## config.mk

```make
export PLATFORM = sky130hd
export DESIGN_NAME = ysyx_25040105_core_mc
export DESIGN_NICKNAME = d
export VERILOG_FILES = /design/src/rtl/ysyx_25040105_pkg.sv /design/src/rtl/ysyx_25040105_regfile_p.sv /design/src/rtl/ysyx_25040105_core_mc.sv
export SDC_FILE = /design/constraint.sdc
export NUM_CORES = 2
export LEC_CHECK = 0
export ABC_AREA = 0
export CORE_UTILIZATION = 54
export CTS_BUF_LIST = sky130_fd_sc_hd__clkbuf_16
export CTS_CLUSTER_SIZE = 25
export DETAILED_ROUTE_END_ITERATION = 10
export PLACE_DENSITY_LB_ADDON = 0.08
export SYNTH_ARGS = -nofsm -noshare
export SYNTH_HDL_FRONTEND = slang
export SYNTH_HIERARCHICAL = 1
export SYNTH_SLANG_ARGS = --single-unit
```

## constraint.sdc

```tcl
create_clock -name clk -period 6.9 [get_ports clk]
set_input_delay 0.69 -clock clk [delete_from_list [all_inputs] [get_ports clk]]
set_output_delay 0.69 -clock clk [all_outputs]
set_load 0.005 [all_outputs]
```

## src/rtl/ysyx_25040105_pkg.sv

```systemverilog
// ysyx_25040105_pkg
// Shared definitions for the multi-cycle RV32I/E subset core:
//   - default first fetch address
//   - opcode / funct constants and the exact EBREAK encoding
//   - FSM state enum and ALU-op enum
package ysyx_25040105_pkg;

   localparam logic [31:0] DEFAULT_RESET_PC = 32'h8000_0000;

   localparam logic [6:0]  OPC_OP_IMM = 7'b001_0011;
   localparam logic [6:0]  OPC_OP     = 7'b011_0011;
   localparam logic [6:0]  OPC_LUI    = 7'b011_0111;
   localparam logic [6:0]  OPC_AUIPC  = 7'b001_0111;
   localparam logic [6:0]  OPC_JAL    = 7'b110_1111;
   localparam logic [6:0]  OPC_JALR   = 7'b110_0111;

   localparam logic [2:0]  F3_ADD     = 3'b000;
   localparam logic [6:0]  F7_ADD     = 7'b000_0000;
   localparam logic [6:0]  F7_SUB     = 7'b010_0000;

   localparam logic [31:0] INST_EBREAK = 32'h0010_0073;

   typedef enum logic [2:0] {
      ST_FETCH_REQ  = 3'd0,
      ST_FETCH_WAIT = 3'd1,
      ST_EXEC       = 3'd2,
      ST_WB         = 3'd3,
      ST_HALT       = 3'd4
   } state_e;

   typedef enum logic [1:0] {
      ALU_ADD    = 2'd0,
      ALU_SUB    = 2'd1,
      ALU_PASS_B = 2'd2
   } alu_op_e;

endpackage

```

## src/rtl/ysyx_25040105_regfile_p.sv

```systemverilog
// ysyx_25040105_regfile_p
// Integer register file: two asynchronous read ports, one synchronous
// write port, x0 hard-wired to zero. NR_REGS must be 32 or 16.
// Ports:
//   clk, rst            clock, asynchronous active-low reset (clears all)
//   raddr1/rdata1       read port 1
//   raddr2/rdata2       read port 2
//   we/waddr/wdata      write port (x0 and out-of-range indices dropped)
module ysyx_25040105_regfile_p #(
   parameter int XLEN    = 32,
   parameter int NR_REGS = 32
) (
   input  logic            clk,
   input  logic            rst,
   input  logic [4:0]      raddr1,
   output logic [XLEN-1:0] rdata1,
   input  logic [4:0]      raddr2,
   output logic [XLEN-1:0] rdata2,
   input  logic            we,
   input  logic [4:0]      waddr,
   input  logic [XLEN-1:0] wdata
);

   localparam int AW = $clog2(NR_REGS);

   generate
      if (NR_REGS != 32 && NR_REGS != 16) begin : g_bad_nr_regs
         $error("ysyx_25040105_regfile_p: NR_REGS must be 32 or 16");
      end
   endgenerate

   logic [XLEN-1:0] regs [NR_REGS];
   logic            write_ok;

   assign rdata1   = (raddr1 == 5'd0) ? '0 : regs[raddr1[AW-1:0]];
   assign rdata2   = (raddr2 == 5'd0) ? '0 : regs[raddr2[AW-1:0]];
   assign write_ok = we && (waddr != 5'd0) && ({1'b0, waddr} < 6'(NR_REGS));

   always_ff @(posedge clk or negedge rst) begin
      if (!rst) begin
         for (int i = 0; i < NR_REGS; i++) regs[i] <= '0;
      end else if (write_ok) begin
         regs[waddr[AW-1:0]] <= wdata;
      end
   end

endmodule

```

## src/rtl/ysyx_25040105_core_mc.sv

```systemverilog
// ysyx_25040105_core_mc
// Multi-cycle core: FETCH_REQ -> FETCH_WAIT -> EXEC -> WB, terminal HALT.
// Supports ADDI, ADD, SUB, LUI, AUIPC, JAL, JALR, EBREAK; anything else halts
// with halt_illegal set.
// Ports:
//   clk, rst                     clock, asynchronous active-low reset
//   imem_req_valid/ready/addr    fetch request channel
//   imem_rsp_valid/data          fetch response (only looked at in FETCH_WAIT)
//   pc                           architectural PC
//   halted, halt_illegal         core stopped / stopped on illegal instruction
// Optional (macro YSYX_25040105_COMMIT_TRACE_EN):
//   commit_valid/pc/inst/rd/wdata  one-cycle retire record in WB
// Handshake: a request transfers on a cycle where imem_req_valid and
// imem_req_ready are both high; once valid is high, it and imem_req_addr hold
// unchanged until that transfer.
module ysyx_25040105_core_mc
   import ysyx_25040105_pkg::*;
#(
   parameter int              XLEN     = 32,
   parameter int              NR_REGS  = 32,
   parameter logic [XLEN-1:0] RESET_PC = XLEN'(DEFAULT_RESET_PC)
) (
   input  logic            clk,
   input  logic            rst,
   output logic            imem_req_valid,
   input  logic            imem_req_ready,
   output logic [XLEN-1:0] imem_req_addr,
   input  logic            imem_rsp_valid,
   input  logic [31:0]     imem_rsp_data,
   output logic [XLEN-1:0] pc,
   output logic            halted,
   output logic            halt_illegal
`ifdef YSYX_25040105_COMMIT_TRACE_EN
   ,
   output logic            commit_valid,
   output logic [XLEN-1:0] commit_pc,
   output logic [31:0]     commit_inst,
   output logic [4:0]      commit_rd,
   output logic [XLEN-1:0] commit_wdata
`endif
);

   state_e          state, state_next;
   logic            run_q;       // holds off the first request until one edge after reset
   logic [XLEN-1:0] pc_q, next_pc_q, wb_data_q;
   logic [31:0]     inst_q;
   logic [4:0]      wb_rd_q;
   logic            wb_we_q, halt_q, illegal_q;

   logic            inst_load, exec_load, pc_load, rf_we;

   // decode / execute
   logic [6:0]      opcode, f7;
   logic [2:0]      f3;
   logic [4:0]      rd, rs1, rs2;
   logic [XLEN-1:0] rs1_data, rs2_data, imm_i, imm_u, imm_j;
   logic [XLEN-1:0] op_a, op_b, alu_result, next_pc;
   alu_op_e         alu_op;
   logic            legal, is_ebreak, rd_we, use_rd, use_rs1, use_rs2, reg_bad, illegal;

   // ---------------- FSM: state register ----------------
   always_ff @(posedge clk or negedge rst) begin
      if (!rst) state <= ST_FETCH_REQ;
      else      state <= state_next;
   end

   // ---------------- FSM: next state ----------------
   always_comb begin
      state_next = state;
      case (state)
         ST_FETCH_REQ:  if (imem_req_valid && imem_req_ready) state_next = ST_FETCH_WAIT;
         ST_FETCH_WAIT: if (imem_rsp_valid) state_next = ST_EXEC;
         ST_EXEC:       state_next = ST_WB;
         ST_WB:         state_next = halt_q ? ST_HALT : ST_FETCH_REQ;
         ST_HALT:       state_next = ST_HALT;
         default:       state_next = ST_FETCH_REQ;
      endcase
   end

   // ---------------- FSM: outputs ----------------
   always_comb begin
      imem_req_valid = (state == ST_FETCH_REQ) && run_q;
      inst_load      = (state == ST_FETCH_WAIT) && imem_rsp_valid;
      exec_load      = (state == ST_EXEC);
      pc_load        = (state == ST_WB) && !halt_q;
      rf_we          = (state == ST_WB) && wb_we_q;
      halted         = (state == ST_HALT);
      halt_illegal   = (state == ST_HALT) && illegal_q;
   end

   assign imem_req_addr = pc_q;
   assign pc            = pc_q;

   // ---------------- datapath registers ----------------
   always_ff @(posedge clk or negedge rst) begin
      if (!rst) begin
         run_q     <= 1'b0;
         pc_q      <= RESET_PC;
         inst_q    <= '0;
         wb_data_q <= '0;
         next_pc_q <= '0;
         wb_rd_q   <= '0;
         wb_we_q   <= 1'b0;
         halt_q    <= 1'b0;
         illegal_q <= 1'b0;
      end else begin
         run_q <= 1'b1;
         if (inst_load) inst_q <= imem_rsp_data;
         if (exec_load) begin
            wb_data_q <= alu_result;
            next_pc_q <= next_pc;
            wb_rd_q   <= rd;
            wb_we_q   <= rd_we && !illegal;
            halt_q    <= is_ebreak || illegal;
            illegal_q <= illegal;
         end
         if (pc_load) pc_q <= next_pc_q;
      end
   end

   // ---------------- register file ----------------
   ysyx_25040105_regfile_p #(
      .XLEN    (XLEN),
      .NR_REGS (NR_REGS)
   ) u_regfile (
      .clk    (clk),
      .rst    (rst),
      .raddr1 (rs1),
      .rdata1 (rs1_data),
      .raddr2 (rs2),
      .rdata2 (rs2_data),
      .we     (rf_we),
      .waddr  (wb_rd_q),
      .wdata  (wb_data_q)
   );

   // ---------------- decode ----------------
   assign opcode = inst_q[6:0];
   assign rd     = inst_q[11:7];
   assign f3     = inst_q[14:12];
   assign rs1    = inst_q[19:15];
   assign rs2    = inst_q[24:20];
   assign f7     = inst_q[31:25];
   assign imm_i  = XLEN'($signed(inst_q[31:20]));
   assign imm_u  = XLEN'($signed({inst_q[31:12], 12'b0}));
   assign imm_j  = XLEN'($signed({inst_q[31], inst_q[19:12], inst_q[20], inst_q[30:21], 1'b0}));

   always_comb begin
      alu_op    = ALU_ADD;
      op_a      = rs1_data;
      op_b      = imm_i;
      next_pc   = pc_q + XLEN'(4);
      legal     = 1'b0;
      is_ebreak = 1'b0;
      rd_we     = 1'b0;
      use_rd    = 1'b0;
      use_rs1   = 1'b0;
      use_rs2   = 1'b0;
      case (opcode)
         OPC_OP_IMM: if (f3 == F3_ADD) begin
            legal = 1'b1; rd_we = 1'b1; use_rd = 1'b1; use_rs1 = 1'b1;
         end
         OPC_OP: if (f3 == F3_ADD && (f7 == F7_ADD || f7 == F7_SUB)) begin
            legal = 1'b1; rd_we = 1'b1; use_rd = 1'b1; use_rs1 = 1'b1; use_rs2 = 1'b1;
            op_b   = rs2_data;
            alu_op = (f7 == F7_SUB) ? ALU_SUB : ALU_ADD;
         end
         OPC_LUI: begin
            legal = 1'b1; rd_we = 1'b1; use_rd = 1'b1;
            op_b   = imm_u;
            alu_op = ALU_PASS_B;
         end
         OPC_AUIPC: begin
            legal = 1'b1; rd_we = 1'b1; use_rd = 1'b1;
            op_a = pc_q;
            op_b = imm_u;
         end
         OPC_JAL: begin
            legal = 1'b1; rd_we = 1'b1; use_rd = 1'b1;
            op_a    = pc_q;        // link value pc+4 comes out of the ALU
            op_b    = XLEN'(4);
            next_pc = pc_q + imm_j;
         end
         OPC_JALR: if (f3 == F3_ADD) begin
            legal = 1'b1; rd_we = 1'b1; use_rd = 1'b1; use_rs1 = 1'b1;
            op_a    = pc_q;
            op_b    = XLEN'(4);
            next_pc = (rs1_data + imm_i) & ~XLEN'(1);
         end
         default: if (inst_q == INST_EBREAK) begin
            legal     = 1'b1;
            is_ebreak = 1'b1;
         end
      endcase
   end

   // RV32E: any referenced register index with bit 4 set does not exist.
   assign reg_bad = (NR_REGS == 16) &&
                    ((use_rd && rd[4]) || (use_rs1 && rs1[4]) || (use_rs2 && rs2[4]));
   assign illegal = !legal || reg_bad;

   // ---------------- ALU ----------------
   always_comb begin
      case (alu_op)
         ALU_SUB:    alu_result = op_a - op_b;
         ALU_PASS_B: alu_result = op_b;
         default:    alu_result = op_a + op_b;
      endcase
   end

`ifdef YSYX_25040105_COMMIT_TRACE_EN
   assign commit_valid = (state == ST_WB) && !illegal_q;
   assign commit_pc    = pc_q;
   assign commit_inst  = inst_q;
   assign commit_rd    = wb_rd_q;
   assign commit_wdata = wb_data_q;
`endif

endmodule
```

### Word level (Yosys, flattened, before mapping)

Index checks and enable logic that the tools add are counted.

| word-level totals | value |
|---|---|
| flip-flop bits (word level) | 1164 |
| latch bits | 0 |
| memory bits (writable) | 0 |
| ROM bits | 0 |
| input bits | 36 |
| word-level logic and storage cells | 128 |
| memories | 0 |

| operators by class | value |
|---|---|
| add/subtract/negate cells | 5 |
| $mul | 0 |
| div/mod/pow operators | 0 |
| magnitude comparators | 4 |
| eq/ne operators | 16 |
| shift operators | 0 |
| mux-type cells | 32 |
| bitwise gates (word level) | 3 |
| reductions and logical operators | 26 |

Operator list:

| operator | count |
|---|---|
| 1024-bit bitwise mux | 1 |
| 32-bit 2-to-1 mux | 11 |
| 32-bit binary-select mux with 5-bit select | 2 |
| 32-bit case mux with 2 select lines | 3 |
| 32-bit demux with 5-bit select | 1 |
| 32-bit case mux with 4 select lines | 1 |
| 32-bit adder | 3 |
| 32-bit by 3-bit adder with 32-bit output, second input constant | 1 |
| 32-bit by 21-bit equality test with 1-bit output, second input constant | 1 |
| 32-bit subtractor | 1 |
| 7-bit by 6-bit equality test with 1-bit output, second input constant | 3 |
| 6-bit greater-or-equal comparator, second input constant | 3 |
| 5-bit NOT with 6-bit output | 3 |
| 3-bit case mux with 5 select lines | 1 |
| 7-bit by 5-bit equality test with 1-bit output, second input constant | 2 |
| 7-bit equality test, second input constant | 2 |
| 1-bit logical AND | 10 |
| 5-bit logical NOT | 2 |
| 3-bit 2-to-1 mux | 3 |
| 7-bit logical NOT | 1 |
| 3-bit by 2-bit equality test with 1-bit output, second input constant | 2 |
| 3-bit logical NOT | 2 |
| 6-bit by 1-bit < comparator with 1-bit output, second input constant | 1 |
| 1-bit 2-to-1 mux | 6 |
| 14 further kinds | 20 |

### Logic depth before layout (Yosys ltp)

| logic depth | value |
|---|---|
| depth in word-level cells | 9 |
| gate-level depth with buffers | 27 |

### By module

The synthesis kept the hierarchy.

By module, submodules not included:

| module | instances | cells each | area an instance (µm²) | sequential area each (µm²) |
|---|---|---|---|---|
| ysyx_25040105_regfile_p | 1 | 3612 | 54980.2 | 25624.6 |
| ysyx_25040105_core_mc | 1 | 1533 | 13088.8 | 3504.6 |

### Worst setup path after synthesis

No wires, ideal clock.

| timing path | value |
|---|---|
| path type | reg-to-reg |
| from | reg inst_q[21] |
| to | reg wb_data_q[31] |
| data arrival time | 5.641 ns |
| data required time | 6.808 ns |
| slack | 1.167 ns |
| stages on the path, launching flop included | 27 |
| buffers on the path | 2 |
| cells stage by stage | dfrtp_1 > buf_6 > buf_6 > mux4_2 > mux2_2 > o21ai_1 > a311oi_1 > or3_1 > a221oi_1 > o2bb2ai_1 > nand2b_1 > nand2b_1 > nor3b_1 > nor2_1 > xnor2_1 > ha_1 > a21oi_1 > inv_1 > a2111oi_0 > a211oi_1 > a211oi_1 > o41ai_1 > a211oi_1 > nor2_1 > xnor2_1 > a21oi_1 > o31ai_2 |

| between the ends | value |
|---|---|
| word-level cells in the longest chain between the ends | 9 |
| elaborated cells on any way between the ends | 12 |

RTL lines:

| what | line | source |
|---|---|---|
| start, declared | ysyx_25040105_core_mc.sv:46 | `logic [31:0] inst_q;` |
| start signal, assigned | ysyx_25040105_core_mc.sv:108 | `if (inst_load) inst_q <= imem_rsp_data;` |
| 5-bit NOT with 6-bit output (not written as such) | ysyx_25040105_regfile_p.sv:36 | `assign rdata2 = (raddr2 == 5'd0) ? '0 : regs[raddr2[AW-1:0]];` |
| 32-bit binary-select mux with 5-bit select | ysyx_25040105_regfile_p.sv:36 |  |
| 32-bit 2-to-1 mux (not written as such) (2 in series) | ysyx_25040105_regfile_p.sv:36 |  |
| 32-bit 2-to-1 mux * | ysyx_25040105_regfile_p.sv:36 |  |
| via rs2_data[9] | ysyx_25040105_core_mc.sv:56 | `logic [XLEN-1:0] rs1_data, rs2_data, imm_i, imm_u, imm_j;` |
| 32-bit 2-to-1 mux * | ysyx_25040105_core_mc.sv:163 | `OPC_OP: if (f3 == F3_ADD && (f7 == F7_ADD \|\| f7 == F7_SUB)) begin` |
| 32-bit case mux with 4 select lines * | ysyx_25040105_core_mc.sv:159 | `case (opcode)` |
| 32-bit adder / 32-bit subtractor (equally long branches) | ysyx_25040105_core_mc.sv:207, ysyx_25040105_core_mc.sv:205 |  |
| 32-bit case mux with 2 select lines * | ysyx_25040105_core_mc.sv:204 | `case (alu_op)` |
| end signal, assigned | ysyx_25040105_core_mc.sv:110 | `wb_data_q <= alu_result;` |
| end, declared | ysyx_25040105_core_mc.sv:45 | `logic [XLEN-1:0] pc_q, next_pc_q, wb_data_q;` |

Mark *: on every way through the listed nets, which the timed path passes. The rest lies on a longest branch. The select of a mux whose other input is x is not followed.
A chain may end at the register's enable or synchronous reset.

### Final worst setup path

| timing path | value |
|---|---|
| from | reg inst_q[20] |
| to | reg wb_data_q[31] |

Same word-level chain as after synthesis.

==> results.cfg <==
[finish]
nNetsFinal = 5243
final_cell_mix = dfrtp_1 (1,153), mux2_2 (1,097), mux4_2 (448)
final_common_cell = dfrtp_1
fillers = 9913
syn_to_final_growth_pct = 9.88
drive_gt1_share_pct = 39.5
seq_area_um2 = 29200
multi_input_area_um2 = 36100

[worst_setup_path]
crit_start = inst_q[20]$_DFFE_PN0P_
r2r-start = inst_q[20]$_DFFE_PN0P_
path_buf_inv = 1
rr_endpoint = wb_data_q[31]$_DFFE_PN0P_
startpoint_type = flop
crit_arrival_ns = 7.25
rr_worst_depth = 25
criticalPathCategory = reg2reg
critPathRequiredTime_ns = 7.57
cp_top_family = compound AO/OA/AOI/OAI gates
timing.reg2reg.setup_slack_ns = 0.33
crit_path_end = wb_data_q[31]$_DFFE_PN0P_
slowest_delay_ns = 0.89
cp.depth = 25
worstPathMaxFanout = 22
slowest_stage = a311oi_1
cpMostUsedCell = o21ai_0
worstSetupEndpointType = flop

[floorplanning]
design.core.area_um2 = 124000
start_util_pct = 54.7
ios = 103
die_h_um = 357
die_area_um2 = 127000
rows = 129
fp.dieW_um = 357

[route]
ant_nets = 0
drt_iter0_markers = 5262
post_drt_wl_per_cell_um = 33.2
drc = 0
totalWireLength_um = 228000
first_pass_iters = 6
viasPerCell = 6.92
vias = 47437

[timing]
fin_hold_ws_ns = 0.392
fmax_mhz = 152
skew_ns = 0.0336
slew_headroom_pct = 10.5
fin_crit_sh_pct = 95.3
min_period_ns = 6.57
finalHoldViolCount = 0
setup_viol = 0
rsz0062_at_grt = false
drv_slew = 0
finalSetupTns_ns = 0
worst_pin_slew_ns = 1.33

[placement]
io_buffers = 102
gp_congestion = 1.00
hpwl_um = 143000

[global_routing]
antenna_found_initial = 5
grt_pass1_wl_um = 333000
grt_max_degree = 155
grt_usage_pct = 36.1
grt_pass1_vias = 46880
overflow = 0

[logic_synthesis]
synth_edf_count = 0
synth-seq-cells = 1164
yosysSeqAreaShare_pct = 42.8
synthCells = 5145
syn_nets = 5283
syn_avg_cell_area_um2 = 13.2
async_flop_share_pct = 100
synth_cell_types = 103
yosys_warnings = 6
synth_top_flop_cell = dfrtp_1
syn_area_um2 = 68100

[clock_tree]
clk_pin_slew_ns = 0.06
htree_levels = 4
clockBufferDepth = 3
cts_num_sinks = 1164
clock_latency_ns = 0.78
cts_buffers = 134
clk_root_buffer_cell = clkbuf_16
cts_tree = built
cts_setup_buffers = 0

[hold_path]
hold_path_class = reg2reg

[power]
total_power_mw = 14.0
irDropWorstVdd_mv = 0.190
power_density_nw_per_um2 = 188
p_leak_nw = 33.7

[run]
cap_viol_max_count = 0

[run_status]
outcome = finished, final reports clean
-- per-layer routing --
| layer | track usage (%) | part of all wire, % | wire length [µm] |
|---|---|---|---|
| met1 | 50.7 | 42 | 95300 |
| met2 | 54.2 | 45 | 102000 |
| met3 | 8.95 | 9.3 | 21200 |
| met4 | 13.6 | 4.0 | 9160 |
| met5 | 0 | 0.017 | 39 |
-- power by group --
part           total (mW)  switching (mW)  internal, mW
logic               0.172           0.143        0.0289
registers            6.83        0.000113          6.83
clock network        7.03            2.98          4.05
total                14.0            3.12          10.9
-- what timing repair did --
item	CTS	global route
resized for setup	0	4
setup endpoints to repair	0	6
endpoints found under the hold margin	62	0
hold buffers	1	0
-- cell families after synthesis --
logic type	Yosys count	synth area share [%]
simple gates	633	4.78
flops	1164	42.8
buf+inv	542	4.60
xor+xnor	137	1.77
fa+ha+maj	102	1.91
mux	1727	35.7
compound gates	839	8.40
other cells	1	0.00551
-- Yosys cell counts (all sizes together) (14+ instances only) --
cell     instances  area, µm²
a211oi          81        613
a21o            48        360
a21oi          133        666
a221oi          53        470
a22oi           81        608
a311oi          67        587
a31oi           17        121
and2            15       93.8
and3            24        155
buf            296       2210
clkbuf         219        823
dfrtp         1163      29100
ha              99       1240
inv             27        101
mux2          1147      12900
mux2i          132       1320
mux4           448      10100
nand2          208        781
nand2b          19        121
nand3           34        175
nand4           14       87.6
nor2           141        552
nor2b           82        521
nor3            25        135
o2111ai         21        184
o21ai          213       1070
o22ai           22        138
xnor2           84        743
xor2            53        464
-- cell type report --
type	instances	area share, %
diodes	4	0.0134
clock buffers	137	4.58
multi-input cells	3439	48.2
clock inverters	106	1.13
inverters	27	0.142
repair buffers	339	4.19
well taps	1637	2.74
flip-flops and latches	1164	39.0
-- worst min-delay path by stage --
stage                                     start                               end  slack (ns)  cells after the start
5_1_grt        u_regfile/regs[1006]$_DFFE_PN0P_  u_regfile/regs[1006]$_DFFE_PN0P_        0.41                      0
3_3_place_gp   u_regfile/regs[1013]$_DFFE_PN0P_  u_regfile/regs[1013]$_DFFE_PN0P_        0.38                      0
2_1_floorplan                               rst                halt_q$_DFFE_PN0P_        0.39                      0
6_report       u_regfile/regs[1019]$_DFFE_PN0P_  u_regfile/regs[1019]$_DFFE_PN0P_        0.39                      0
4_1_cts        u_regfile/regs[1019]$_DFFE_PN0P_  u_regfile/regs[1019]$_DFFE_PN0P_        0.39                      0
3_5_place_dp   u_regfile/regs[1006]$_DFFE_PN0P_  u_regfile/regs[1006]$_DFFE_PN0P_        0.38                      0
-- through the flow --
stage          utilization, %  cell area, µm²  cells  setup slack (ns)
2_1_floorplan               -           68100   5145              1.17
3_3_place_gp             56.6           70500   6605             0.245
3_5_place_dp             56.6           70500   6605             0.272
4_1_cts                  60.1           74800   6849             0.238
5_1_grt                  60.1           74800   6851            0.0144
6_report                 60.1           74800   6853             0.326
-- worst register-to-register path, stage by stage, from the launching register on --
cell and delay (ns):
dfrtp_4 0.56, buf_12 0.29, nor2_4 0.15, a221oi_1 0.28, o21ai_1 0.10, a311oi_1 0.89, o2111ai_1 0.26, a31oi_1 0.29
a21oi_1 0.13, and3_1 0.23, o21ai_0 0.12, xnor2_1 0.16, nor2_1 0.05, a221o_1 0.27, ha_1 0.33, o21ai_0 0.12
o21ai_0 0.38, a2111oi_1 0.13, a211oi_1 0.35, a211oi_2 0.11, o41ai_2 0.48, a211oi_1 0.14, nor2_1 0.15, xnor2_1 0.15
a21oi_1 0.11, o31ai_2 0.24
-- sequential cells by signal (all words and copies together) (netlist names), 3 cells and up --
register / count
next_pc_q: 32
u_regfile/regs: 1024
state: 3
wb_rd_q: 5
inst_q: 32
imem_req_addr: 32
wb_data_q: 32
Power figures use the tool's default switching activity.
